### src/rtl/online_mult_ctrl_hd_param.sv
// Control FSM for the digit-serial online multiplier: operand handshakes, CA_RAM address sequencing, result handshake.
// Optional stall counter output stall_cnt enabled by defining ONLINE_MULT_PERF_CNT_EN.
module online_mult_ctrl_hd_param #(
  parameter int RAM_ADDR_WIDTH = 7,
  parameter int DIGIT_WIDTH    = 2,
  parameter int NUM_DIGITS     = 64
) (
  input  logic                      clk,
  input  logic                      asyn_reset,
  input  logic [DIGIT_WIDTH-1:0]    x_value,
  input  logic [DIGIT_WIDTH-1:0]    y_value,
  input  logic                      data_x_vld,
  output logic                      data_x_rdy,
  input  logic                      data_y_vld,
  output logic                      data_y_rdy,
  output logic                      data_out_vld,
  input  logic                      data_out_rdy,
  output logic                      data_out_last,
  output logic [DIGIT_WIDTH-1:0]    x_value_reg,
  output logic [DIGIT_WIDTH-1:0]    y_value_reg,
  output logic [RAM_ADDR_WIDTH-1:0] computation_cycle,
  output logic                      write_enable,
  output logic                      enable_all,
  output logic [2:0]                STATE,
  output logic [RAM_ADDR_WIDTH-1:0] digit_idx,
`ifdef ONLINE_MULT_PERF_CNT_EN
  output logic [15:0]               stall_cnt,
`endif
  output logic                      busy
);

  if (NUM_DIGITS < 1 || NUM_DIGITS > (2 ** RAM_ADDR_WIDTH)) begin : g_bad_num_digits
    $error("NUM_DIGITS out of range for RAM_ADDR_WIDTH");
  end

  typedef enum logic [2:0] {
    S_START    = 3'd0,
    S_WRITE_IN = 3'd1,
    S_READ_OUT = 3'd2,
    S_RO_LAST  = 3'd3,
    S_END      = 3'd4
  } state_t;

  localparam logic [RAM_ADDR_WIDTH-1:0] ONE      = RAM_ADDR_WIDTH'(1);
  localparam logic [RAM_ADDR_WIDTH-1:0] LAST_IDX = RAM_ADDR_WIDTH'(NUM_DIGITS - 1);

  state_t                    state_q, state_d;
  logic                      hd_x_q, hd_x_d, hd_y_q, hd_y_d;
  logic [RAM_ADDR_WIDTH-1:0] cc_q, cc_d;
  logic [RAM_ADDR_WIDTH-1:0] didx_q, didx_d;
  logic [DIGIT_WIDTH-1:0]    xr_q, xr_d, yr_q, yr_d;
  logic                      x_fire, y_fire, go;

  assign x_fire = (state_q == S_START) && !hd_x_q && data_x_vld;
  assign y_fire = (state_q == S_START) && !hd_y_q && data_y_vld;
  assign go     = (hd_x_q || x_fire) && (hd_y_q || y_fire);

  always_ff @(posedge clk) begin
    if (asyn_reset) begin
      state_q <= S_START;
      hd_x_q  <= 1'b0;
      hd_y_q  <= 1'b0;
      cc_q    <= '0;
      didx_q  <= '0;
      xr_q    <= '0;
      yr_q    <= '0;
    end else begin
      state_q <= state_d;
      hd_x_q  <= hd_x_d;
      hd_y_q  <= hd_y_d;
      cc_q    <= cc_d;
      didx_q  <= didx_d;
      xr_q    <= xr_d;
      yr_q    <= yr_d;
    end
  end

  always_comb begin
    state_d = state_q;
    hd_x_d  = hd_x_q;
    hd_y_d  = hd_y_q;
    cc_d    = cc_q;
    didx_d  = didx_q;
    xr_d    = xr_q;
    yr_d    = yr_q;
    case (state_q)
      S_START: begin
        if (x_fire) begin
          xr_d   = x_value;
          hd_x_d = 1'b1;
        end
        if (y_fire) begin
          yr_d   = y_value;
          hd_y_d = 1'b1;
        end
        if (go) begin
          state_d = S_WRITE_IN;
          hd_x_d  = 1'b0;
          hd_y_d  = 1'b0;
          cc_d    = didx_q;
        end
      end
      S_WRITE_IN, S_READ_OUT: begin
        // Address walks down to 0; the 0 address is handled by the last-line state.
        if (cc_q == '0) begin
          state_d = S_RO_LAST;
        end else begin
          cc_d    = cc_q - ONE;
          state_d = S_READ_OUT;
        end
      end
      S_RO_LAST: state_d = S_END;
      S_END: begin
        if (data_out_rdy) begin
          state_d = S_START;
          didx_d  = (didx_q == LAST_IDX) ? '0 : didx_q + ONE;
        end
      end
      default: state_d = S_START;
    endcase
  end

  assign data_x_rdy        = (state_q == S_START) && !hd_x_q;
  assign data_y_rdy        = (state_q == S_START) && !hd_y_q;
  assign data_out_vld      = (state_q == S_END);
  assign data_out_last     = (state_q == S_END) && (didx_q == LAST_IDX);
  assign write_enable      = (state_q == S_WRITE_IN);
  assign enable_all        = (state_q == S_WRITE_IN) || (state_q == S_READ_OUT) || (state_q == S_RO_LAST);
  assign busy              = (state_q != S_START);
  assign STATE             = state_q;
  assign computation_cycle = cc_q;
  assign digit_idx         = didx_q;
  assign x_value_reg       = xr_q;
  assign y_value_reg       = yr_q;

`ifdef ONLINE_MULT_PERF_CNT_EN
  logic [15:0] stall_q;
  logic        stall_inc;

  // One operand held while the other has not arrived, or a result backpressured.
  assign stall_inc = ((state_q == S_END) && !data_out_rdy) ||
                     ((state_q == S_START) && (hd_x_q ^ hd_y_q) && (hd_x_q ? !y_fire : !x_fire));

  always_ff @(posedge clk) begin
    if (asyn_reset) begin
      stall_q <= '0;
    end else if (stall_inc && (stall_q != 16'hFFFF)) begin
      stall_q <= stall_q + 16'd1;
    end
  end

  assign stall_cnt = stall_q;
`endif

endmodule

### config.mk
export PLATFORM = sky130hd
export DESIGN_NAME = online_mult_ctrl_hd_param
export DESIGN_NICKNAME = d
export VERILOG_FILES = /design/src/rtl/online_mult_ctrl_hd_param.sv
export SDC_FILE = /design/constraint.sdc
export NUM_CORES = 1
export LEC_CHECK = 0
export ABC_AREA = 1
export CAP_MARGIN = 10
export CORE_MARGIN = 2
export CORE_UTILIZATION = 51
export DETAILED_ROUTE_END_ITERATION = 16
export HOLD_SLACK_MARGIN = 0.1
export PLACE_DENSITY = 0.85
export SLEW_MARGIN = 20
export SYNTH_ARGS = -nofsm -noshare
export SYNTH_HDL_FRONTEND = slang
export SYNTH_SLANG_ARGS = --single-unit
### constraint.sdc
create_clock -name clk -period 4 [get_ports clk]
set_input_delay 0.8 -clock clk [delete_from_list [all_inputs] [get_ports clk]]
set_output_delay 0.8 -clock clk [all_outputs]
set_load 0.1 [all_outputs]
# Word-level counts from Yosys, hierarchy flattened

Cells that the tools add are included.

Input bits: 9
Output and inout bits: 28
Register bits: 23

$add $sub $neg: 2
Multiplexer cells: 12
Equality and inequality tests: 8
Reductions and logical operators: 26

Operators with widths:

| cell                  | number |
|---|---|
| $mux W7               | 3 |
| $pmux W7 S2           | 1 |
| $pmux W3 S4           | 1 |
| $reduce_and A2 Y1     | 6 |
| $add A7 B1 Y7 const B | 1 |
| $eq A7 B6 Y1 const B  | 1 |
| $logic_not A7 Y1      | 1 |
| $sub A7 B1 Y7 const B | 1 |
| $eq A3 B2 Y1 const B  | 2 |
| $logic_and A1 B1 Y1   | 6 |
| $mux W3               | 2 |
| $reduce_bool A2 Y1    | 3 |
| $mux W1               | 5 |
| $logic_or A1 B1 Y1    | 4 |
| $ne A2 B2 Y1 const B  | 2 |
| $eq A3 B1 Y1 const B  | 1 |
| $eq A3 B3 Y1 const B  | 1 |
| $logic_not A3 Y1      | 1 |
| $reduce_and A3 Y1     | 1 |
| $reduce_bool A3 Y1    | 1 |
| $logic_not A1 Y1      | 2 |
| $ne A2 B1 Y1 const B  | 1 |
| $reduce_or A2 Y1      | 1 |

# Logic depth before layout (Yosys ltp)

Depth after elaboration: 7
Mapped depth: 10
Mapped depth without buffers: 10

# Worst setup path after synthesis

OpenSTA, ideal clock, no wires.

Path type: reg2out
Start point: register state_q[2] (netlist: STATE[2])
End point: output port data_out_last
Slack: -1495 ps
Required time: 3200 ps
Arrival: 4695 ps
Stages on the path, launching flop included: 5
Cells stage by stage: dfxtp_1 > inv_2 > nor3_2 > inv_1 > nor3_1

Word-level cells in the longest chain between the ends: 2

RTL lines:

| item                     | RTL line | RTL |
|---|---|---|
| start: declaration       | 47       | `state_t state_q, state_d;` |
| start signal: assignment | 68       | `state_q <= state_d;` |
| $eq A3 B3 Y1             | -        |  |
| net data_out_vld         | 16       | `output logic data_out_vld,` |
| $logic_and A1 B1 Y1      | 126      | `assign data_out_last = (state_q == S_END) && (didx_q == LAST_IDX);` |
| end: declaration         | 18       | `output logic data_out_last,` |

The timed path passes the listed nets, and every way through them passes these cells.

# Final worst setup path

Start point: register state_q[0] (netlist: STATE[0])
End point: output port data_x_rdy

Word-level cells in the longest chain between the ends: 2

RTL lines:

| item                | RTL line | RTL |
|---|---|---|
| $logic_not A3 Y1    | 123      | `assign data_x_rdy = (state_q == S_START) && !hd_x_q;` |
| $logic_and A1 B1 Y1 | 123      |  |
| end: declaration    | 13       | `output logic data_x_rdy,` |

No other way between the ends.

==> metrics.txt <==
die area=between 0.002 and 0.003 sq mm; CTS tree=yes; hold path cells=2; crit path time final=3.114 ns; hold worst-path end=y_value_reg[1]; Max Buffers Root-to-Sink=2; result of the run=complete, no violations; clock latency on the worst-skew pair=between 0.3 and 0.4 ns; worst relative slew slack=between 30% and 40%; WHS=between 0.4 and 0.5 ns; Mapped Cells=198; CTS Hold Buffers Added=0; largest stage delay on the critical path=1.15 ns; period utilization=between 70 and 80%; number of H-tree levels=1; final hold viol count=0; largest net degree at the start of global routing=15; via count=about 1.3k; fin nets=around 250; Die W=roughly 55 microns; DRC errors left=0; worst path bufs/invs=1; crit path kind=reg -> out; final core utilization=about 70%; Post-CTS Setup Repair Bufs=0; antenna cells=0; number of global-route vias before repair=~1.1k; initial core utilization=53.36%; Final Skew=0.004466 ns; ys async rst share=0%; RSZ-0062 raised after global routing=false; commonest cells after routing, fill and taps aside=nand2_1 (50), clkdlybuf4s50_1 (35), inv_1 (31); CTS Buf Count=3; Synth Register Bits=23; worst-path cell chain=nor2_2 -> nand2_4 -> nor2_1 -> clkdlybuf4s50_1; Crit. End Element=primary output; Worst path top cell family by delay=buffers and inverters; DRT Pass-1 Iters=4; Mapped Nets=between 200 and 250; final setup TNS=0 ns; Min-Delay Path Class=reg -> reg; Die Y=54.68 microns; Yosys cell types=27; sequential fraction of the synthesis area=roughly a third; syn avg cell area=around 6.6 sq um; Iter 0 DRT Violations=23; CP required=3.20 ns; CP max FO=6; Slowest-stage cell, CP=clkdlybuf4s50_1; Sink Count=23; commonest non-fill, non-tap cell in the layout=nand2_1; share of cells above drive strength 1=a little under a tenth; CTS resizes=0; IO Count=37; worst reg2reg path endpoint=computation_cycle[5]; Tot GR Track Use=about a fifth; Hold Startpoint=y_value_reg[1]; max-slew violation count=0; Max Freq=~320 MHz; via-per-instance ratio=between 4 and 5; Most used DFF post-synth=dfxtp_1; Core ar.=0.002455 sq mm; setup slack, reg-to-reg=around 2.2 ns; number of nets with antenna violations after routing=0; first-pass GRT wire length=approximately 4400 microns; Post-synth EDFFs=0; clk slew on worst S/H paths=roughly 0.13 ns; CP startpoint kind=register; Post-Syn Area=approximately 0.0013 sq mm; worst r2r src=computation_cycle[0]; Yosys warnings=0; Port-buffer cells=36; site row count=18; worst path arrival time=roughly 2.3 ns; mean routed wirelength per cell=~11 microns; Worst-Margin Slew=slightly below 1 ns; HPWL Detailed=2116 microns; grt ovf=0; maxcap violations=0; P&R area growth vs syn=30.66%; GP Congestion=0.8344; clk root buf=clkbuf_4; antenna violations before repair=0; Routed Wire Length=between 2000 and 3000 microns; Final setup viols=0; R2R cell count=8
synth_stat cells, types with 3 or more instances:
master / n / area [sq um]
a21oi_1: 18 / 90.09
dfxtp_1: 23 / 460.4
inv_1: 31 / 116.4
nand2_1: 50 / 187.7
nand2_2: 3 / 18.77
nand3_1: 16 / 80.08
nor2_1: 22 / 82.58
nor2_2: 3 / 18.77
nor3_1: 3 / 15.01
o21ai_1: 3 / 15.01
how the worst max path moves through the flow:
stage,startpoint,endpoint,slack [ns],cells past startpoint
2_1_floorplan,STATE[2],data_out_last,0.15,4
4_1_cts,STATE[0],data_x_rdy,0.85,4
6_report,STATE[0],data_x_rdy,0.89,4
3_5_place_dp,STATE[0],data_x_rdy,1.22,4
3_3_place_gp,STATE[0],data_y_rdy,1.27,4
5_1_grt,STATE[0],data_x_rdy,0.75,4
metrics by stage:
| step | worst slack (ns) | area [sq um] | std cells |
|---|---|---|---|
| 2_1_floorplan | 0.1479 | 1328 | 198 |
| 3_3_place_gp | 1.270 | 1685 | 259 |
| 3_5_place_dp | 1.218 | 1685 | 259 |
| 4_1_cts | 0.8519 | 1712 | 263 |
| 5_1_grt | 0.7513 | 1712 | 263 |
| 6_report | 0.8857 | 1712 | 263 |
logic make-up (layout without fill, tap and decap cells):
family	count (synthesis)	in the layout	synth area share, %
compound gates	28	28	13.37
flops	23	23	35.15
xor+xnor	1	1	0.6687
simple gates	106	106	36.58
fa+ha+maj	2	2	1.910
buf+inv	38	73	12.32
area by class of cell:
type                            instances  area (sq um)
Tap cell                               30         37.54
Clock buffer                            4         26.28
Multi-Input combinational cell        137         705.7
Sequential cell                        23         460.4
Inverter                               33         123.9
Fill cell                             236         743.2
Timing Repair Buffer                   36         357.8
layer usage:
layer  GRT usage (%)  vias up  wire, microns
li1                -      693              -
met1           26.94      568           1386
met2           33.13       26           1268
met3           3.279        4            127
met5               0        -              0
met4           6.250        0             30
tightest hold or removal path: cells and delay by family (launching register included):
| kind | cells | cell delay [ns] |
|---|---|---|
| compound gates | 1 | 0.05 |
| simple gates | 1 | 0.06 |
| flops | 1 | 0.33 |
Power is left out: the tool's default activity adds up to more than one toggle a clock period on the data nets, which glitch-free logic cannot reach.
